File: src/rtl/uart_tx_scheduler_pkg.sv
// -----------------------------------------------------------------------------
// uart_tx_scheduler_pkg
// Shared definitions for the UART transmit scheduler:
//   - state_t          : 2-bit FSM encoding (IDLE=00, ARM=01, SENDING=11, RELEASE=10)
//   - clock/baud constants from which the default SENDING timeout is chosen
//   - next_idx()       : wrap-around increment of a requester index
// -----------------------------------------------------------------------------
package uart_tx_scheduler_pkg;

  typedef enum logic [1:0] {
    ST_IDLE    = 2'b00,
    ST_ARM     = 2'b01,
    ST_SENDING = 2'b11,
    ST_RELEASE = 2'b10
  } state_t;

  localparam int unsigned CLK_HZ     = 100_000_000;
  localparam int unsigned BAUD       = 9600;
  localparam int unsigned FRAME_BITS = 10;

  // Cycles for one frame at the default baud; the timeout leaves a wide
  // margin above it so only a stuck transmitter trips the abort.
  localparam int unsigned FRAME_CYCLES            = (CLK_HZ / BAUD) * FRAME_BITS;
  localparam int unsigned DEFAULT_TIMEOUT_CYCLES  = 2_000_000;

  // (idx + 1) mod n for a 3-bit requester index.
  function automatic logic [2:0] next_idx(input logic [2:0] idx, input int n);
    if (int'({29'd0, idx}) >= n - 1) return 3'd0;
    return idx + 3'd1;
  endfunction

endpackage

File: src/rtl/uart_tx_scheduler_rr_pick.sv
// -----------------------------------------------------------------------------
// uart_rr_pick
// Combinational round-robin picker: returns the first set request bit found
// searching upward from the pointer, wrapping at NUM_REQ.
// Ports:
//   i_req   [NUM_REQ-1:0] : request levels
//   i_ptr   [2:0]         : priority pointer (0..NUM_REQ-1)
//   o_idx   [2:0]         : winning requester index (0 when none)
//   o_valid               : at least one request is set
// -----------------------------------------------------------------------------
module uart_rr_pick #(
  parameter int NUM_REQ = 4
) (
  input  logic [NUM_REQ-1:0] i_req,
  input  logic [2:0]         i_ptr,
  output logic [2:0]         o_idx,
  output logic               o_valid
);

  logic [2*NUM_REQ-1:0] w_dbl;
  logic [NUM_REQ-1:0]   w_rot;

  // Rotate so bit k of w_rot is requester (ptr + k) mod NUM_REQ.
  assign w_dbl = {i_req, i_req} >> i_ptr;
  assign w_rot = w_dbl[NUM_REQ-1:0];

  always_comb begin
    logic [3:0] w_sum;
    o_idx   = 3'd0;
    o_valid = 1'b0;
    w_sum   = 4'd0;
    // Walk downward so the smallest offset from the pointer wins.
    for (int k = NUM_REQ - 1; k >= 0; k--) begin
      if (w_rot[k]) begin
        w_sum = {1'b0, i_ptr} + 4'(k);
        if (w_sum >= 4'(NUM_REQ)) w_sum = w_sum - 4'(NUM_REQ);
        o_idx   = w_sum[2:0];
        o_valid = 1'b1;
      end
    end
  end

endmodule

File: src/rtl/uart_tx_scheduler.sv
// -----------------------------------------------------------------------------
// uart_tx_scheduler
// Shares one UART_byte transmitter among NUM_REQ byte producers. Arbitrates
// round-robin, latches the winner's byte, runs the start/BRG/done handshake
// and returns a one-cycle ack (or err on timeout) to the requester.
// Ports:
//   i_clk, i_rst         : clock, asynchronous active-high reset
//   i_req   [N-1:0]      : per-requester request level
//   i_req_data [8N-1:0]  : byte of requester i at [8i+7:8i]
//   o_ack   [N-1:0]      : one-cycle pulse, byte fully sent
//   o_err   [N-1:0]      : one-cycle pulse, transfer aborted by timeout
//   o_busy               : high in every state except IDLE
//   o_grant_id [2:0]     : current / last granted requester
//   o_uart_data [7:0]    : latched byte to UART_byte
//   o_uart_start         : start request to UART_byte
//   i_uart_brg_set       : BRG tick from UART_byte
//   i_uart_done          : byte-complete level from UART_byte
// -----------------------------------------------------------------------------
module uart_tx_scheduler
  import uart_tx_scheduler_pkg::*;
#(
  parameter int NUM_REQ        = 4,
  parameter int TIMEOUT_CYCLES = DEFAULT_TIMEOUT_CYCLES
) (
  input  logic                 i_clk,
  input  logic                 i_rst,
  input  logic [NUM_REQ-1:0]   i_req,
  input  logic [8*NUM_REQ-1:0] i_req_data,
  output logic [NUM_REQ-1:0]   o_ack,
  output logic [NUM_REQ-1:0]   o_err,
  output logic                 o_busy,
  output logic [2:0]           o_grant_id,
  output logic [7:0]           o_uart_data,
  output logic                 o_uart_start,
  input  logic                 i_uart_brg_set,
  input  logic                 i_uart_done
);

  localparam int CNT_W = (TIMEOUT_CYCLES > 2) ? $clog2(TIMEOUT_CYCLES) : 1;
  localparam logic [CNT_W-1:0]   CNT_LAST = CNT_W'(TIMEOUT_CYCLES - 1);
  localparam logic [NUM_REQ-1:0] ONE_HOT0 = NUM_REQ'(1);

  state_t           r_state;
  logic [2:0]       r_ptr;
  logic [CNT_W-1:0] r_cnt;

  logic [2:0] w_pick_idx;
  logic       w_pick_vld;
  logic [7:0] w_sel_byte;

  uart_rr_pick #(.NUM_REQ(NUM_REQ)) u_pick (
    .i_req   (i_req),
    .i_ptr   (r_ptr),
    .o_idx   (w_pick_idx),
    .o_valid (w_pick_vld)
  );

  always_comb begin
    w_sel_byte = 8'd0;
    for (int i = 0; i < NUM_REQ; i++) begin
      if (w_pick_idx == 3'(i)) w_sel_byte = i_req_data[8*i +: 8];
    end
  end

  always_ff @(posedge i_clk or posedge i_rst) begin
    if (i_rst) begin
      r_state      <= ST_IDLE;
      r_ptr        <= 3'd0;
      r_cnt        <= '0;
      o_ack        <= '0;
      o_err        <= '0;
      o_busy       <= 1'b0;
      o_grant_id   <= 3'd0;
      o_uart_data  <= 8'd0;
      o_uart_start <= 1'b0;
    end else begin
      o_ack <= '0;
      o_err <= '0;
      case (r_state)
        ST_IDLE: begin
          if (w_pick_vld) begin
            o_grant_id   <= w_pick_idx;
            o_uart_data  <= w_sel_byte;
            o_uart_start <= 1'b1;
            o_busy       <= 1'b1;
            r_state      <= ST_ARM;
          end
        end
        // Hold start until UART_byte's baud tick has been seen.
        ST_ARM: begin
          if (i_uart_brg_set) begin
            o_uart_start <= 1'b0;
            r_cnt        <= '0;
            r_state      <= ST_SENDING;
          end
        end
        // Done takes precedence over a timeout landing on the same edge.
        ST_SENDING: begin
          if (i_uart_done) begin
            o_ack   <= ONE_HOT0 << o_grant_id;
            r_ptr   <= next_idx(o_grant_id, NUM_REQ);
            r_state <= ST_RELEASE;
          end else if (r_cnt == CNT_LAST) begin
            o_err   <= ONE_HOT0 << o_grant_id;
            r_ptr   <= next_idx(o_grant_id, NUM_REQ);
            r_state <= ST_RELEASE;
          end else begin
            r_cnt <= r_cnt + CNT_W'(1);
          end
        end
        // Wait out a level-held done so one byte yields exactly one ack.
        ST_RELEASE: begin
          if (!i_uart_done) begin
            o_busy  <= 1'b0;
            r_state <= ST_IDLE;
          end
        end
        default: begin
          o_busy       <= 1'b0;
          o_uart_start <= 1'b0;
          r_state      <= ST_IDLE;
        end
      endcase
    end
  end

endmodule

File: config.mk
export PLATFORM = sky130hd
export DESIGN_NAME = uart_tx_scheduler
export DESIGN_NICKNAME = d
export VERILOG_FILES = /design/src/rtl/uart_tx_scheduler_pkg.sv /design/src/rtl/uart_tx_scheduler_rr_pick.sv /design/src/rtl/uart_tx_scheduler.sv
export SDC_FILE = /design/constraint.sdc
export NUM_CORES = 1
export LEC_CHECK = 0
export BUFFER_PORTS_ARGS = -buffer_cell sky130_fd_sc_hd__buf_2
export CAP_MARGIN = 30
export CORE_ASPECT_RATIO = 1.2
export CORE_MARGIN = 5
export CORE_UTILIZATION = 40
export CTS_CLUSTER_DIAMETER = 100
export CTS_CLUSTER_SIZE = 25
export DETAILED_ROUTE_END_ITERATION = 6
export PLACE_DENSITY_LB_ADDON = 0.05
export SYNTH_ARGS = -nofsm -noshare
export SYNTH_HDL_FRONTEND = slang
export SYNTH_HIERARCHICAL = 1
export SYNTH_SLANG_ARGS = --single-unit
export TNS_END_PERCENT = 10
File: constraint.sdc
create_clock -name i_clk -period 2.6 [get_ports i_clk]
set_input_delay 0.26 -clock i_clk [delete_from_list [all_inputs] [get_ports i_clk]]
set_output_delay 0.26 -clock i_clk [all_outputs]
set_load 0.02 [all_outputs]
== Word-level counts from Yosys, hierarchy flattened ==
Cells that the tools add are included.
Storage, ports and cells
  register bits after elaboration: 47
  bits of input ports: 40
  output and inout bits: 21
  word-level logic and storage cells: 97
Operators by class
  $add $sub $neg: 9
  $lt $le $gt $ge: 5
  equality and inequality tests: 13
  shift operators: 2
  muxes and demuxes: 47
  reduce and logical (&&, ||, !) cells: 12
Operator list (number)
  $mux W21: 3
  $pmux W21 S2: 1
  $mux W3: 13
  $mux W8: 4
  $add A21 B1 Y21 const B: 1
  $eq A21 B21 Y1 const B: 1
  $mux W4: 5
  $mux W1: 13
  $ge A4 B3 Y1 const B: 3
  $sub A3 B3 Y3 const B: 4
  $mux W2: 5
  $add A3 B2 Y4 const B: 2
  $ne A2 B2 Y1 const B: 4
  $pmux W2 S4: 1
  $reduce_and A4 Y1: 2
  $reduce_bool A2 Y1: 4
  $shr A8 B3 Y4: 1
  $eq A3 B2 Y1 const B: 2
  $reduce_and A3 Y1: 2
  $add A3 B1 Y4 const B: 1
  $eq A2 B2 Y1 const B: 2
  $pmux W1 S2: 2
  $reduce_and A2 Y1: 2
  $shl A1 B3 Y4 const A: 1
  9 further kinds: 9

== Depth between registers and ports, before layout ==
Gate-level depths: netlist (run 1).
  depth in word-level cells: 12
  mapped depth: 11
  depth with buffers taken out: 8

== By module ==
The synthesis (run 1) kept the hierarchy.
Modules (own cells, without submodules)
  uart_tx_scheduler: times used 1, cells an instance 241, area an instance 2555.0 µm², seq. area each 1176.1 µm²
  uart_rr_pick: times used 1, cells an instance 46, area an instance 277.8 µm², seq. area each 0.0 µm²

== Worst setup path after synthesis (run 1) ==
No wires, ideal clock.
  path type: register to register
  start point: register r_ptr[0]
  end point: register o_uart_data[0]
  setup time: 0.121 ns
  arrival: 2.496 ns
  data required time: 2.479 ns
  slack: -0.017 ns
  cell stages (with the launch flop): 12
  path buffers: 3
  clock period less this slack: 2.617 ns
  path through: dfrtp_1 -> buf_2 -> inv_2 -> ha_1 -> clkbuf_1 -> inv_1 -> a311oi_1 -> o211ai_1 -> o211ai_1 -> buf_1 -> mux4_2 -> a22o_1
On the way
  word-level cells in the longest chain between the ends: 12
  elaborated cells on any way between the ends: 33
  classes of those cells: 7 x add/sub; 4 x order compare; 3 x eq/ne; 1 x shift; 16 x mux; 2 x reduce/logical
Ends and longest elaborated chain
  from (decl): RTL line uart_tx_scheduler.sv:44  | logic [2:0] r_ptr;
  from (signal assigned): RTL line uart_tx_scheduler.sv:101  | r_ptr <= next_idx(o_grant_id, NUM_REQ);
  from (signal assigned): RTL line uart_tx_scheduler.sv:105  | r_ptr <= next_idx(o_grant_id, NUM_REQ);
  $add A3 B2 Y4: RTL line uart_tx_scheduler_rr_pick.sv:35  | w_sum = {1'b0, i_ptr} + 4'(k);
  $ge A4 B3 Y1 or $sub A3 B3 Y3 (tied branches): RTL line uart_tx_scheduler_rr_pick.sv:36  | if (w_sum >= 4'(NUM_REQ)) w_sum = w_sum - 4'(NUM_REQ);
  $mux W3: RTL line uart_tx_scheduler_rr_pick.sv:36
  $mux W3 (3 in a row): RTL line uart_tx_scheduler_rr_pick.sv:34  | if (w_rot[k]) begin
  $mux W3 (*): RTL line uart_tx_scheduler_rr_pick.sv:34
  net w_pick_idx[1]: RTL line uart_tx_scheduler.sv:47  | logic [2:0] w_pick_idx;
  $logic_not A3 Y1: RTL line uart_tx_scheduler.sv:61  | if (w_pick_idx == 3'(i)) w_sel_byte = i_req_data[8*i +: 8];
  $mux W8 (3 in a row): RTL line uart_tx_scheduler.sv:61
  $mux W8 (*): RTL line uart_tx_scheduler.sv:61
  to (signal assigned): RTL line uart_tx_scheduler.sv:83  | o_uart_data <= w_sel_byte;
  to (decl): RTL line uart_tx_scheduler.sv:33  | output logic [7:0] o_uart_data,
Mark *: on every way through the listed nets, which the timed path passes. The rest lies on a longest branch.
A chain may end at the register's enable or synchronous reset.

== Worst setup path in the final report (run 1) ==
  start point: register r_ptr[0]
  end point: register o_uart_data[7]
Same word-level chain as after synthesis.

==> impl_results.html, run 1 <==
<table>
<tr><th>Metric</th><th>Value</th></tr>
<tr><th colspan="2">Timing</th></tr>
<tr><td>Setup repair after global routing missed its margin</td><td>false</td></tr>
<tr><td>Min setup slack post-route</td><td>229 ps</td></tr>
<tr><td>Max-slew headroom</td><td>60.1%</td></tr>
<tr><td>Highest attainable clock frequency</td><td>0.422 GHz</td></tr>
<tr><td>Crit share post-route</td><td>91.2%</td></tr>
<tr><td>Accumulated negative setup slack</td><td>0 ps</td></tr>
<tr><td>Number of hold-slack violations in the final timing report</td><td>0</td></tr>
<tr><td>Total of endpoints with negative setup slack in the final report</td><td>0</td></tr>
<tr><td>Clock tree skew after final layout</td><td>7.06 ps</td></tr>
<tr><td>Minimum clock period</td><td>2370 ps</td></tr>
<tr><td>Measured slew at the worst slew-check pin</td><td>599 ps</td></tr>
<tr><td>Fin. max-slew vios</td><td>0</td></tr>
<tr><th colspan="2">Power and ir drop</th></tr>
<tr><td>Total power</td><td>2.96 mW</td></tr>
<tr><td>Peak supply drop</td><td>0.429 mV</td></tr>
<tr><td>Total power per unit cell area</td><td>890 nW/um^2</td></tr>
<tr><td>Static Leakage</td><td>1.53 nW</td></tr>
<tr><th colspan="2">Placed design</th></tr>
<tr><td>Detailed-placement wirelength estimate</td><td>4920 um</td></tr>
<tr><td>I/O Buffers</td><td>60</td></tr>
<tr><td>Worst slack at placement</td><td>267 ps</td></tr>
<tr><td>Routability congestion estimate from global placement</td><td>0.858</td></tr>
<tr><th colspan="2">Critical path</th></tr>
<tr><td>Largest driver fanout on the critical path</td><td>9</td></tr>
<tr><td>Element type at the critical path start</td><td>register</td></tr>
<tr><td>Startpoint of the most critical register-to-register path</td><td>r_ptr[0]$_DFFE_PP0P_</td></tr>
<tr><td>Worst path most repeated cell</td><td>sky130_fd_sc_hd__o211ai_1</td></tr>
<tr><td>Maximum cell stage delay along the critical path</td><td>440 ps</td></tr>
<tr><td>Length in cells of the worst reg-to-reg path</td><td>9</td></tr>
<tr><td>Slowest cell on the critical path</td><td>sky130_fd_sc_hd__dfrtp_1</td></tr>
<tr><td>Ordered list of cells on the worst path</td><td>inv_2 &gt; ha_1 &gt; inv_1 &gt; a311oi_1 &gt; o211ai_1 &gt; o211ai_1 &gt; buf_4 &gt; mux4_2 &gt; a22o_1</td></tr>
<tr><td>Startpoint-to-endpoint class of the critical path</td><td>register to register</td></tr>
<tr><td>Flop-to-flop setup slack</td><td>230 ps</td></tr>
<tr><td>Critical path capture point type</td><td>register</td></tr>
<tr><td>Crit path arrival time</td><td>2560 ps</td></tr>
<tr><td>WP data required</td><td>2780 ps</td></tr>
<tr><td>Worst flop-to-flop path endpoint</td><td>o_uart_data[7]$_DFFE_PP0P_</td></tr>
<tr><th colspan="2">Layout</th></tr>
<tr><td>Antenna diodes</td><td>0</td></tr>
<tr><td>Share of post-route cells with drive strength above 1</td><td>30.3%</td></tr>
<tr><td>Final #Nets</td><td>394</td></tr>
<tr><td>Area Overhead vs Synth</td><td>17.3%</td></tr>
<tr><td>Number of filler instances in the final layout</td><td>677</td></tr>
<tr><td>Share of the core filled with cells</td><td>48.5%</td></tr>
<tr><th colspan="2">Yosys</th></tr>
<tr><td>Average cell area after synthesis</td><td>9.87 sq um</td></tr>
<tr><td>Post-synthesis instance area</td><td>2830 sq um</td></tr>
<tr><td>Seq cells post-synth</td><td>47</td></tr>
<tr><td>EDFF count, synth</td><td>0</td></tr>
<tr><td>Cell type with the highest aggregate area in the netlist</td><td>sky130_fd_sc_hd__dfrtp_1</td></tr>
<tr><td>Number of distinct library cells after synthesis</td><td>54</td></tr>
<tr><td>Cell count after synthesis</td><td>287</td></tr>
<tr><td>Top-area cell type share of the netlist area</td><td>41.5%</td></tr>
<tr><td>Top cells by area in the synthesized netlist</td><td>sky130_fd_sc_hd__dfrtp_1 (42%), sky130_fd_sc_hd__mux4_2 (6.4%), sky130_fd_sc_hd__mux2i_1 (5.3%)</td></tr>
<tr><td>Sequential cell area fraction in the yosys report</td><td>41.5%</td></tr>
<tr><td>Top_reg_cell synth</td><td>sky130_fd_sc_hd__dfrtp_1</td></tr>
<tr><td>Commonest cells in the netlist</td><td>sky130_fd_sc_hd__dfrtp_1 (47), sky130_fd_sc_hd__a21oi_1 (28), sky130_fd_sc_hd__nor2_1 (23), sky130_fd_sc_hd__nand2_1 (21), sky130_fd_sc_hd__mux2i_1 (15)</td></tr>
<tr><td>Post-synthesis async set-or-reset flop share</td><td>100%</td></tr>
<tr><td>Warnings, synthesis</td><td>6</td></tr>
<tr><td>Syn Nets</td><td>334</td></tr>
<tr><td>Library cell with the highest instance count after synthesis</td><td>sky130_fd_sc_hd__dfrtp_1</td></tr>
<tr><th colspan="2">CTS</th></tr>
<tr><td>Source-to-sink clock delay at the later pin of the worst-skew pair</td><td>290 ps</td></tr>
<tr><td>Clk sink count</td><td>47</td></tr>
<tr><td>Clock transition at path regs</td><td>80 ps</td></tr>
<tr><td>Clock tree from TritonCTS</td><td>done</td></tr>
<tr><td>Total setup buffers inserted after CTS</td><td>0</td></tr>
<tr><td>Deepest clock path buffer count</td><td>2</td></tr>
<tr><td>CTS Root Buffer Type</td><td>sky130_fd_sc_hd__clkbuf_8</td></tr>
<tr><td>CTS H-tree depth</td><td>2</td></tr>
<tr><td>Post-cts hold buffer count</td><td>0</td></tr>
<tr><td>Post-CTS sizing</td><td>0</td></tr>
<tr><td>Number of CTS-inserted buffers</td><td>5</td></tr>
<tr><th colspan="2">Die</th></tr>
<tr><td>Horizontal die dimension</td><td>86.8 um</td></tr>
<tr><td>Core region area</td><td>6850 sq um</td></tr>
<tr><td>DIE HEIGHT</td><td>102 um</td></tr>
<tr><td>Die area</td><td>8870 sq um</td></tr>
<tr><td>I/O pin cnt</td><td>61</td></tr>
<tr><td>Number of cell rows</td><td>33</td></tr>
<tr><td>Starting utilization of the core area</td><td>41.3%</td></tr>
<tr><th colspan="2">Job</th></tr>
<tr><td>Number of maximum-capacitance constraint violations</td><td>0</td></tr>
<tr><th colspan="2">Global route</th></tr>
<tr><td>Via count of the first global-routing pass</td><td>2408</td></tr>
<tr><td>Total congestion overflow</td><td>0</td></tr>
<tr><td>Antenna violations before repair</td><td>0</td></tr>
<tr><td>Maximum number of pins on one net before global-route repair</td><td>48</td></tr>
<tr><td>Global-route total usage across every layer</td><td>16.1%</td></tr>
<tr><td>First-pass GRT wire length</td><td>11400 um</td></tr>
<tr><th colspan="2">Detailed routing</th></tr>
<tr><td>Number of DRC markers in iteration 0</td><td>114</td></tr>
<tr><td>Detailed Route WL</td><td>6660 um</td></tr>
<tr><td>Routed wire per std cell</td><td>15.3 um</td></tr>
<tr><td>Remaining number of nets flagged by the antenna check after routing</td><td>0</td></tr>
<tr><td>Detailed-route DRC error count</td><td>0</td></tr>
<tr><td>Drt pass-1 iters</td><td>4</td></tr>
<tr><td>Vias after detailed routing</td><td>2405</td></tr>
<tr><td>Number of vias per cell</td><td>5.54</td></tr>
<tr><th colspan="2">Worst hold path</th></tr>
<tr><td>Path class of the lowest-slack min-delay path</td><td>input pin to async pin</td></tr>
<tr><th colspan="2">Run status</th></tr>
<tr><td>Status</td><td>finished, final reports clean</td></tr>
</table>
## per-stage QoR
stage	instances	cell area, sq um	hold slack [ps]
after global routing	434	3320	166
after CTS	434	3320	131
after detailed placement	427	3240	456
after global placement	427	3240	455
final	434	3320	107
after floorplan	287	2830	399
## cell type report
type	instances	area (sq um)	share of cell area [%]
Multi-Input combinational cell	208	1520	45.6
Sequential cell	47	1180	35.4
Timing Repair Buffer	71	383	11.5
Tap cell	87	109	3.28
Clock buffer	6	82.6	2.48
Inverter	14	52.6	1.58
Clock inverter	1	5.00	0.151
## state kept, by name, summed over array words and instances (netlist names)
| name | cells |
|---|---|
| o_busy | 1 |
| o_grant_id | 3 |
| o_err | 4 |
| r_cnt | 21 |
| o_uart_start | 1 |
| o_ack | 4 |
| o_uart_data | 8 |
| r_state | 2 |
| r_ptr | 3 |
## per-layer routing
metal,track usage [%],share of wire (%)
met1,20.7,44
met2,27.6,51
met3,3.06,4.2
met4,4.44,0.75
met5,0,0
## how the worst max path moves through the flow
stage,to,from,cells past startpoint,slack [ps]
6_report,o_uart_data[7]$_DFFE_PP0P_,r_ptr[0]$_DFFE_PP0P_,9,230
5_1_grt,o_uart_data[7]$_DFFE_PP0P_,r_ptr[0]$_DFFE_PP0P_,8,90
4_1_cts,o_uart_data[7]$_DFFE_PP0P_,r_ptr[0]$_DFFE_PP0P_,8,230
3_5_place_dp,o_uart_data[6]$_DFFE_PP0P_,r_ptr[0]$_DFFE_PP0P_,8,270
3_3_place_gp,o_uart_data[5]$_DFFE_PP0P_,r_ptr[0]$_DFFE_PP0P_,9,310
2_1_floorplan,o_uart_data[0]$_DFFE_PP0P_,r_ptr[0]$_DFFE_PP0P_,11,130
## cells by family (layout without fill, tap and decap cells)
kind of cell | Yosys count | after routing | share of synthesized area [%]
AO/OA/AOI/OAI | 74 | 74 | 17.5
adder cells (fa/ha/maj) | 7 | 7 | 3.09
buffers and inverters | 32 | 92 | 4.99
flip-flops | 47 | 47 | 41.5
multiplexers | 29 | 29 | 14.0
other | 1 | 1 | 0.132
AND/OR/NAND/NOR | 97 | 97 | 18.7
## power breakdown
group          internal, mW  leakage [nW]  switching, mW
sequential            0.886         0.626          0.174
clock                 0.209        0.0470          0.242
combinational         0.634         0.855          0.812
total                  1.73          1.53           1.23
## layout by cell type, fill, tap and decap left out, types with 4 or more instances in the layout
cell,netlist,final
sky130_fd_sc_hd__nand4_1,9,9
sky130_fd_sc_hd__nand3_1,13,13
sky130_fd_sc_hd__clkbuf_8,0,6
sky130_fd_sc_hd__a31oi_1,5,5
sky130_fd_sc_hd__inv_1,13,12
sky130_fd_sc_hd__a22o_1,9,9
sky130_fd_sc_hd__nand2b_1,4,4
sky130_fd_sc_hd__o21ai_0,10,10
sky130_fd_sc_hd__nor2_1,23,23
sky130_fd_sc_hd__nor3_1,6,6
sky130_fd_sc_hd__nand2_1,21,21
sky130_fd_sc_hd__ha_1,7,7
sky130_fd_sc_hd__mux2_2,6,6
sky130_fd_sc_hd__buf_4,3,11
sky130_fd_sc_hd__a21oi_1,28,28
sky130_fd_sc_hd__dfrtp_1,47,47
sky130_fd_sc_hd__mux4_2,8,8
sky130_fd_sc_hd__mux2i_1,15,15
sky130_fd_sc_hd__buf_2,8,60
## critical path, delay by kind of cell (launching register included)
kind	cells	cell delay, ps
adders and majority gates	1	430
DFF	1	440
muxes	1	290
AOI/OAI and AO/OA	4	750
buffers and inverters	3	350
Power figures use the tool's default switching activity.
==> inputs of run 2 (changes only) <==
--- a/config.mk
+++ b/config.mk
@@ -7,9 +7,11 @@
 export LEC_CHECK = 0
 export BUFFER_PORTS_ARGS = -buffer_cell sky130_fd_sc_hd__buf_2
 export CAP_MARGIN = 30
+export CELL_PAD_IN_SITES_DETAIL_PLACEMENT = 2
+export CELL_PAD_IN_SITES_GLOBAL_PLACEMENT = 2
 export CORE_ASPECT_RATIO = 1.2
 export CORE_MARGIN = 5
-export CORE_UTILIZATION = 40
+export CORE_UTILIZATION = 30
 export CTS_CLUSTER_DIAMETER = 100
 export CTS_CLUSTER_SIZE = 25
 export DETAILED_ROUTE_END_ITERATION = 6
==> run 2 against run 1 <==
Setup slack got worse by 14 ps. Sequential cell count unchanged. Critical endpoint is now o_uart_data[0]$_DFFE_PP0P_. Clock skew up 5.4 ps. Non-clock buffer count increased by 3. Combinational power up 6%. Wire length increased by 29%. Hold slack improved by 120 ps. Final cell count grew 8.5%. Core utilization down 11 points. First-iteration DRC count shrank 53%. Critical path type unchanged. Clock power increased by 28%.
==> impl_results.html, run 2 (synthesized netlist as in run 1, its figures left out) <==
<table>
<tr><th>Metric</th><th>Value</th></tr>
<tr><th colspan="2">Run status</th></tr>
<tr><td>Status</td><td>finished, final reports clean</td></tr>
<tr><th colspan="2">Power and ir drop</th></tr>
<tr><td>Total power per unit cell area</td><td>931 nW/um^2 (+4.6%)</td></tr>
<tr><td>Static Leakage</td><td>1.56 nW (+1.8%)</td></tr>
<tr><td>Peak supply drop</td><td>0.402 mV (-6.2%)</td></tr>
<tr><th colspan="2">Timing</th></tr>
<tr><td>Max-slew headroom</td><td>61.4% (+1.4 points)</td></tr>
<tr><td>Setup repair after global routing missed its margin</td><td>false</td></tr>
<tr><td>Number of hold-slack violations in the final timing report</td><td>0 (unchanged)</td></tr>
<tr><td>Measured slew at the worst slew-check pin</td><td>576 ps (-22.6 ps)</td></tr>
<tr><td>Accumulated negative setup slack</td><td>0 ps (unchanged)</td></tr>
<tr><td>Crit share post-route</td><td>91.7% (+0.53 points)</td></tr>
<tr><td>Highest attainable clock frequency</td><td>0.419 GHz (-0.58%)</td></tr>
<tr><td>Total of endpoints with negative setup slack in the final report</td><td>0 (unchanged)</td></tr>
<tr><td>Min setup slack post-route</td><td>215 ps (-13.7 ps)</td></tr>
<tr><td>Fin. max-slew vios</td><td>0 (unchanged)</td></tr>
<tr><td>Clock tree skew after final layout</td><td>12.4 ps (+5.38 ps)</td></tr>
<tr><td>Minimum clock period</td><td>2380 ps (+13.7 ps)</td></tr>
<tr><th colspan="2">Layout</th></tr>
<tr><td>Most used cells in the layout excluding fill and tap cells</td><td>sky130_fd_sc_hd__buf_2 (60), sky130_fd_sc_hd__dfrtp_1 (47), sky130_fd_sc_hd__a21oi_1 (28)</td></tr>
<tr><td>Antenna diodes</td><td>0 (unchanged)</td></tr>
<tr><td>Share of post-route cells with drive strength above 1</td><td>30.8% (+0.51 points)</td></tr>
<tr><td>Final #Nets</td><td>397 (+0.76%)</td></tr>
<tr><td>Register with the most flip-flops</td><td>r_cnt</td></tr>
<tr><td>Share of the core filled with cells</td><td>37.5% (-11 points)</td></tr>
<tr><td>Area Overhead vs Synth</td><td>20.7%</td></tr>
<tr><td>Most common cell after layout, fill and taps aside</td><td>sky130_fd_sc_hd__buf_2</td></tr>
<tr><td>Final std cell area, no fill</td><td>3420 sq um (+2.9%)</td></tr>
<tr><td>Number of filler instances in the final layout</td><td>1050 (+55%)</td></tr>
<tr><td>Max FFs per register</td><td>21 (unchanged)</td></tr>
<tr><td>Largest registers</td><td>r_cnt: 21 flops, o_uart_data: 8 flops</td></tr>
<tr><th colspan="2">Detailed routing</th></tr>
<tr><td>Vias after detailed routing</td><td>2503 (+4.1%)</td></tr>
<tr><td>Routed wire per std cell</td><td>18.2 um (+18%)</td></tr>
<tr><td>Number of vias per cell</td><td>5.31 (-4.1%)</td></tr>
<tr><td>Detailed-route DRC error count</td><td>0 (unchanged)</td></tr>
<tr><td>Remaining number of nets flagged by the antenna check after routing</td><td>0 (unchanged)</td></tr>
<tr><td>Drt pass-1 iters</td><td>4 (unchanged)</td></tr>
<tr><td>Number of DRC markers in iteration 0</td><td>54 (-53%)</td></tr>
<tr><td>Detailed Route WL</td><td>8560 um (+29%)</td></tr>
<tr><th colspan="2">Die</th></tr>
<tr><td>Number of cell rows</td><td>38 (+15%)</td></tr>
<tr><td>Die area</td><td>11500 sq um (+30%)</td></tr>
<tr><td>I/O pin cnt</td><td>61 (unchanged)</td></tr>
<tr><td>Horizontal die dimension</td><td>98.7 um (+14%)</td></tr>
<tr><td>DIE HEIGHT</td><td>116 um (+14%)</td></tr>
<tr><td>Starting utilization of the core area</td><td>31.0% (-10 points)</td></tr>
<tr><td>Core region area</td><td>9130 sq um (+33%)</td></tr>
<tr><th colspan="2">Critical path</th></tr>
<tr><td>Crit path buf inv count</td><td>2 (-1)</td></tr>
<tr><td>Largest driver fanout on the critical path</td><td>9 (unchanged)</td></tr>
<tr><td>Crit path arrival time</td><td>2580 ps (+20 ps)</td></tr>
<tr><td>Cell class contributing the biggest share of worst-path delay</td><td>compound AO/OA/AOI/OAI gates</td></tr>
<tr><td>Critical path capture point type</td><td>register</td></tr>
<tr><td>Maximum cell stage delay along the critical path</td><td>460 ps (+20 ps)</td></tr>
<tr><td>Startpoint-to-endpoint class of the critical path</td><td>register to register</td></tr>
<tr><td>Element type at the critical path start</td><td>register</td></tr>
<tr><td>WP data required</td><td>2800 ps (+20 ps)</td></tr>
<tr><td>Slowest cell on the critical path</td><td>sky130_fd_sc_hd__dfrtp_1</td></tr>
<tr><td>Ordered list of cells on the worst path</td><td>inv_2 &gt; ha_1 &gt; o41ai_1 &gt; a21oi_1 &gt; o211ai_1 &gt; buf_4 &gt; mux4_2 &gt; a22o_1</td></tr>
<tr><th colspan="2">Global route</th></tr>
<tr><td>Maximum number of pins on one net before global-route repair</td><td>24 (-50%)</td></tr>
<tr><td>Global-route total usage across every layer</td><td>15.4% (-0.68 points)</td></tr>
<tr><td>Total congestion overflow</td><td>0 (unchanged)</td></tr>
<tr><td>Via count of the first global-routing pass</td><td>2838 (+18%)</td></tr>
<tr><td>Antenna violations before repair</td><td>0 (unchanged)</td></tr>
<tr><td>First-pass GRT wire length</td><td>14200 um (+24%)</td></tr>
<tr><th colspan="2">CTS</th></tr>
<tr><td>Total setup buffers inserted after CTS</td><td>0 (unchanged)</td></tr>
<tr><td>CTS Root Buffer Type</td><td>sky130_fd_sc_hd__clkbuf_8</td></tr>
<tr><td>Clock transition at path regs</td><td>90 ps (about the same)</td></tr>
<tr><td>CTS H-tree depth</td><td>2 (unchanged)</td></tr>
<tr><td>Clk sink count</td><td>47 (unchanged)</td></tr>
<tr><td>Post-CTS sizing</td><td>0 (unchanged)</td></tr>
<tr><td>Number of CTS-inserted buffers</td><td>5 (unchanged)</td></tr>
<tr><td>Clock tree from TritonCTS</td><td>done</td></tr>
<tr><td>Deepest clock path buffer count</td><td>2 (unchanged)</td></tr>
<tr><td>Source-to-sink clock delay at the later pin of the worst-skew pair</td><td>310 ps (+20 ps)</td></tr>
<tr><th colspan="2">Worst hold path</th></tr>
<tr><td>Path class of the lowest-slack min-delay path</td><td>input pin to register</td></tr>
<tr><th colspan="2">Placed design</th></tr>
<tr><td>I/O Buffers</td><td>60 (unchanged)</td></tr>
<tr><td>Worst slack at placement</td><td>227 ps (-39.7 ps)</td></tr>
<tr><td>DP Area</td><td>3290 sq um (+1.7%)</td></tr>
<tr><td>Routability congestion estimate from global placement</td><td>0.763 (-11%)</td></tr>
<tr><td>Detailed-placement wirelength estimate</td><td>6530 um (+33%)</td></tr>
<tr><th colspan="2">Job</th></tr>
<tr><td>Number of maximum-capacitance constraint violations</td><td>0 (unchanged)</td></tr>
</table>
[run 2: cell count changes in the layout (fill, tap and decap cells not counted), sizes merged]
cell	delta
bufinv	+1
dlygate4sd3	+1
buf	+2
[run 2: power by group]
group / leakage (nW) / internal [mW] / switching [mW]
Sequential: 0.626 / 0.886 / 0.183
Clock: 0.0612 / 0.312 / 0.267
Combinational: 0.869 / 0.655 / 0.881
Total: 1.56 / 1.85 / 1.33
[run 2: worst paths after layout]
kind / startpoint / end / slack (ps) / cells after the start
max: r_ptr[0]$_DFFE_PP0P_ / o_uart_data[0]$_DFFE_PP0P_ / 220 / 8
min: i_uart_brg_set / r_state[1]$_DFFE_PP0P_ / 230 / 3
max reg2reg: r_ptr[0]$_DFFE_PP0P_ / o_uart_data[0]$_DFFE_PP0P_ / 220 / 8
min reg2reg: r_cnt[17]$_DFFE_PP0P_ / r_cnt[17]$_DFFE_PP0P_ / 510 / 1
max in group asynchronous: i_rst / r_state[0]$_DFFE_PP0P_ / 1510 / 4
min in group asynchronous: i_rst / r_cnt[4]$_DFFE_PP0P_ / 480 / 3
[run 2: worst register-to-register path, stage by stage (launching register included)]
cell                       delay, ps
sky130_fd_sc_hd__dfrtp_1         460
sky130_fd_sc_hd__inv_2            60
sky130_fd_sc_hd__ha_1            400
sky130_fd_sc_hd__o41ai_1         370
sky130_fd_sc_hd__a21oi_1          70
sky130_fd_sc_hd__o211ai_1        200
sky130_fd_sc_hd__buf_4           210
sky130_fd_sc_hd__mux4_2          310
sky130_fd_sc_hd__a22o_1          210
[run 2: final cells by class]
type / instances / area [sq um] / share of cell area (%)
inverter: 14 / 52.6 / 1.54
clock inverter: 2 / 35.0 / 1.02
clock buffer: 6 / 82.6 / 2.41
timing repair buffer: 74 / 408 / 11.9
tap: 120 / 150 / 4.39
multi-input combinational: 208 / 1520 / 44.3
sequential: 47 / 1180 / 34.4
[run 2: metal layers]
layer / routed length (um) / GRT usage, % / vias up
met3: 340 / 3.23 / 5
met4: 98 / 4.64 / 0
met5: 0 / 0 / -
met1: 3590 / 17.4 / 1276
li1: - / - / 1183
met2: 4540 / 29.2 / 39
[run 2: per-stage QoR]
stage	cells	power, mW	hold WS [ps]
5_1_grt	471	3.45	232
6_report	471	3.18	230
4_1_cts	471	3.25	214
2_1_floorplan	287	2.14	399
3_3_place_gp	462	2.60	266
3_5_place_dp	462	2.65	276
[run 2: what timing repair did]
item,in CTS,in global routing
endpoints found under the setup margin,0,0
hold buffers,1,0
endpoints found under the hold margin,16,0
==> inputs of run 3 (changes only) <==
--- a/config.mk
+++ b/config.mk
@@ -16,6 +16,7 @@
 export CTS_CLUSTER_SIZE = 25
 export DETAILED_ROUTE_END_ITERATION = 6
 export PLACE_DENSITY_LB_ADDON = 0.05
+export RECOVER_POWER = 100
 export SYNTH_ARGS = -nofsm -noshare
 export SYNTH_HDL_FRONTEND = slang
 export SYNTH_HIERARCHICAL = 1
==> run 3 against run 2 <==
Hold slack about the same. Non-clock buffer count did not move. Wire length is 0.15% higher. Global-route usage unchanged. Final area is 1.3% lower. Core utilization fell by 0.49 points. Die area stayed put. Clock power about the same. Power shrank 1.0%. Critical path type unchanged.
==> impl_results.html, run 3 (synthesized netlist as in run 1, its figures left out) <==
<table>
<tr><th>Metric</th><th>Value</th></tr>
<tr><th colspan="2">Critical path</th></tr>
<tr><td>Largest driver fanout on the critical path</td><td>9 (unchanged)</td></tr>
<tr><td>Startpoint-to-endpoint class of the critical path</td><td>register to register</td></tr>
<tr><td>Flop-to-flop setup slack</td><td>220 ps (about the same)</td></tr>
<tr><td>Crit path arrival time</td><td>2580 ps (about the same)</td></tr>
<tr><td>Critical path capture point type</td><td>register</td></tr>
<tr><td>WP data required</td><td>2800 ps (about the same)</td></tr>
<tr><td>Worst flop-to-flop path endpoint</td><td>o_uart_data[0]$_DFFE_PP0P_</td></tr>
<tr><td>Startpoint of the most critical register-to-register path</td><td>r_ptr[0]$_DFFE_PP0P_</td></tr>
<tr><td>Element type at the critical path start</td><td>register</td></tr>
<tr><td>Length in cells of the worst reg-to-reg path</td><td>8 (unchanged)</td></tr>
<tr><th colspan="2">Run status</th></tr>
<tr><td>Status</td><td>finished, final reports clean</td></tr>
<tr><th colspan="2">Layout</th></tr>
<tr><td>Antenna diodes</td><td>0 (unchanged)</td></tr>
<tr><td>Max FFs per register</td><td>21 (unchanged)</td></tr>
<tr><td>Largest registers</td><td>r_cnt: 21 flops, o_uart_data: 8 flops</td></tr>
<tr><td>Most common cell after layout, fill and taps aside</td><td>sky130_fd_sc_hd__dfrtp_1</td></tr>
<tr><td>Area Overhead vs Synth</td><td>19.1%</td></tr>
<tr><td>Register with the most flip-flops</td><td>r_cnt</td></tr>
<tr><td>Final #Nets</td><td>397 (unchanged)</td></tr>
<tr><td>Number of filler instances in the final layout</td><td>1068 (+1.7%)</td></tr>
<tr><td>Share of post-route cells with drive strength above 1</td><td>23.1% (-7.7 points)</td></tr>
<tr><td>Area taken by multi-input logic gates</td><td>1510 sq um (-0.49%)</td></tr>
<tr><td>Non-filler instance count after layout</td><td>471 (unchanged)</td></tr>
<tr><td>Register area</td><td>1180 sq um (unchanged)</td></tr>
<tr><td>Share of the core filled with cells</td><td>37.0% (-0.49 points)</td></tr>
<tr><td>Most used cells in the layout excluding fill and tap cells</td><td>sky130_fd_sc_hd__dfrtp_1 (47), sky130_fd_sc_hd__buf_2 (39), sky130_fd_sc_hd__a21oi_1 (28)</td></tr>
<tr><td>Final std cell area, no fill</td><td>3370 sq um (-1.3%)</td></tr>
<tr><th colspan="2">Placed design</th></tr>
<tr><td>I/O Buffers</td><td>60 (unchanged)</td></tr>
<tr><td>Placed insts</td><td>462 (unchanged)</td></tr>
<tr><td>DP Area</td><td>3290 sq um (unchanged)</td></tr>
<tr><td>Worst slack at placement</td><td>227 ps (unchanged)</td></tr>
<tr><td>Detailed-placement wirelength estimate</td><td>6530 um (unchanged)</td></tr>
<tr><td>Routability congestion estimate from global placement</td><td>0.763 (unchanged)</td></tr>
<tr><th colspan="2">Detailed routing</th></tr>
<tr><td>Number of vias per cell</td><td>5.35 (+0.60%)</td></tr>
<tr><td>Remaining number of nets flagged by the antenna check after routing</td><td>0 (unchanged)</td></tr>
<tr><td>Number of DRC markers in iteration 0</td><td>50 (-7.4%)</td></tr>
<tr><td>Vias after detailed routing</td><td>2518 (+0.60%)</td></tr>
<tr><td>Drt pass-1 iters</td><td>4 (unchanged)</td></tr>
<tr><td>Detailed-route DRC error count</td><td>0 (unchanged)</td></tr>
<tr><td>Detailed Route WL</td><td>8580 um (+0.15%)</td></tr>
<tr><td>Routed wire per std cell</td><td>18.2 um (+0.15%)</td></tr>
<tr><th colspan="2">CTS</th></tr>
<tr><td>Clock transition at path regs</td><td>90 ps (about the same)</td></tr>
<tr><td>CTS Root Buffer Type</td><td>sky130_fd_sc_hd__clkbuf_8</td></tr>
<tr><td>CTS H-tree depth</td><td>2 (unchanged)</td></tr>
<tr><td>Source-to-sink clock delay at the later pin of the worst-skew pair</td><td>310 ps (about the same)</td></tr>
<tr><td>Deepest clock path buffer count</td><td>2 (unchanged)</td></tr>
<tr><td>Post-CTS sizing</td><td>0 (unchanged)</td></tr>
<tr><td>Total setup buffers inserted after CTS</td><td>0 (unchanged)</td></tr>
<tr><td>Number of CTS-inserted buffers</td><td>5 (unchanged)</td></tr>
<tr><td>Clock tree from TritonCTS</td><td>done</td></tr>
<tr><td>Clk sink count</td><td>47 (unchanged)</td></tr>
<tr><th colspan="2">Die</th></tr>
<tr><td>I/O pin cnt</td><td>61 (unchanged)</td></tr>
<tr><td>Core region area</td><td>9130 sq um (unchanged)</td></tr>
<tr><td>Horizontal die dimension</td><td>98.7 um (unchanged)</td></tr>
<tr><td>Die area</td><td>11500 sq um (unchanged)</td></tr>
<tr><td>Starting utilization of the core area</td><td>31.0% (unchanged)</td></tr>
<tr><td>DIE HEIGHT</td><td>116 um (unchanged)</td></tr>
<tr><td>Number of cell rows</td><td>38 (unchanged)</td></tr>
<tr><th colspan="2">Timing</th></tr>
<tr><td>Max-slew headroom</td><td>27.8% (-34 points)</td></tr>
<tr><td>Min setup slack post-route</td><td>224 ps (+8.50 ps)</td></tr>
<tr><td>Fin. max-slew vios</td><td>0 (unchanged)</td></tr>
<tr><td>Crit share post-route</td><td>91.4% (-0.33 points)</td></tr>
<tr><td>Highest attainable clock frequency</td><td>0.421 GHz (+0.36%)</td></tr>
<tr><td>Measured slew at the worst slew-check pin</td><td>1080 ps (+507 ps)</td></tr>
<tr><td>Setup repair after global routing missed its margin</td><td>false</td></tr>
<tr><td>Post-Route Hold Slack</td><td>230 ps (-0.0700 ps)</td></tr>
<tr><td>Clock tree skew after final layout</td><td>12.6 ps (+0.126 ps)</td></tr>
<tr><td>Minimum clock period</td><td>2380 ps (-8.50 ps)</td></tr>
<tr><td>Number of hold-slack violations in the final timing report</td><td>0 (unchanged)</td></tr>
<tr><td>Total of endpoints with negative setup slack in the final report</td><td>0 (unchanged)</td></tr>
<tr><td>Accumulated negative setup slack</td><td>0 ps (unchanged)</td></tr>
<tr><th colspan="2">Power and ir drop</th></tr>
<tr><td>Total power</td><td>3.15 mW (-1.0%)</td></tr>
<tr><td>Total power per unit cell area</td><td>934 nW/um^2 (+0.31%)</td></tr>
<tr><td>Peak supply drop</td><td>0.387 mV (-3.7%)</td></tr>
<tr><td>Static Leakage</td><td>1.47 nW (-5.8%)</td></tr>
<tr><th colspan="2">Global route</th></tr>
<tr><td>Maximum number of pins on one net before global-route repair</td><td>24 (unchanged)</td></tr>
<tr><td>Via count of the first global-routing pass</td><td>2838 (unchanged)</td></tr>
<tr><td>Antenna violations before repair</td><td>0 (unchanged)</td></tr>
<tr><td>First-pass GRT wire length</td><td>14200 um (unchanged)</td></tr>
<tr><td>Total congestion overflow</td><td>0 (unchanged)</td></tr>
<tr><td>Global-route total usage across every layer</td><td>15.4% (unchanged)</td></tr>
<tr><th colspan="2">Worst hold path</th></tr>
<tr><td>Worst Hold End</td><td>r_state[1]$_DFFE_PP0P_</td></tr>
<tr><td>Path class of the lowest-slack min-delay path</td><td>input pin to register</td></tr>
<tr><td>Hold Startpoint</td><td>i_uart_brg_set</td></tr>
<tr><td>Hold path cells</td><td>3 (unchanged)</td></tr>
<tr><th colspan="2">Job</th></tr>
<tr><td>Number of maximum-capacitance constraint violations</td><td>0 (unchanged)</td></tr>
</table>
[run 3: cell types whose count changed in the layout (fill, tap and decap cells not counted), sizes merged]
cell / before / now
buf: 73 / 49
clkbuf: 6 / 30
[run 3: worst max path at each step]
stage	from	end	slack, ps	cells past startpoint
2_1_floorplan	r_ptr[0]$_DFFE_PP0P_	o_uart_data[0]$_DFFE_PP0P_	130	11
3_3_place_gp	r_ptr[0]$_DFFE_PP0P_	o_uart_data[3]$_DFFE_PP0P_	290	8
3_5_place_dp	r_ptr[0]$_DFFE_PP0P_	o_uart_data[0]$_DFFE_PP0P_	230	8
4_1_cts	r_ptr[0]$_DFFE_PP0P_	o_uart_data[0]$_DFFE_PP0P_	220	8
5_1_grt	r_ptr[0]$_DFFE_PP0P_	o_uart_data[0]$_DFFE_PP0P_	40	8
6_report	r_ptr[0]$_DFFE_PP0P_	o_uart_data[0]$_DFFE_PP0P_	220	8
[run 3: repair_timing]
action,CTS,global route
setup endpoints to repair,0,0
hold buffers,1,0
hold endpoints to repair,16,0
[run 3: critical path, stage by stage (launching register included)]
cell and delay (ps):
sky130_fd_sc_hd__dfrtp_1 460, sky130_fd_sc_hd__inv_2 60, sky130_fd_sc_hd__ha_1 410, sky130_fd_sc_hd__o41ai_1 360
sky130_fd_sc_hd__a21oi_1 70, sky130_fd_sc_hd__o211ai_1 190, sky130_fd_sc_hd__buf_4 210, sky130_fd_sc_hd__mux4_2 310
sky130_fd_sc_hd__a22o_1 210
[run 3: layout make-up]
type / count / share of cell area (%)
multi-input combinational: 208 / 44.7
sequential: 47 / 34.9
timing repair buffer: 74 / 11.0
tap: 120 / 4.45
clock buffer: 6 / 2.45
inverter: 14 / 1.56
clock inverter: 2 / 1.04
[run 3: report_power, final]
group | switching [mW] | internal [mW]
registers | 0.186 | 0.886
clock network | 0.266 | 0.312
logic | 0.878 | 0.623
total | 1.33 | 1.82
[run 3: per-layer routing]
| layer | GRT usage (%) | part of all wire [%] | up-vias |
|---|---|---|---|
| met5 | 0 | 0 | - |
| met4 | 4.64 | 1.1 | 0 |
| met3 | 3.23 | 3.9 | 4 |
| met2 | 29.2 | 53 | 39 |
| met1 | 17.4 | 42 | 1289 |
| li1 | - | - | 1186 |
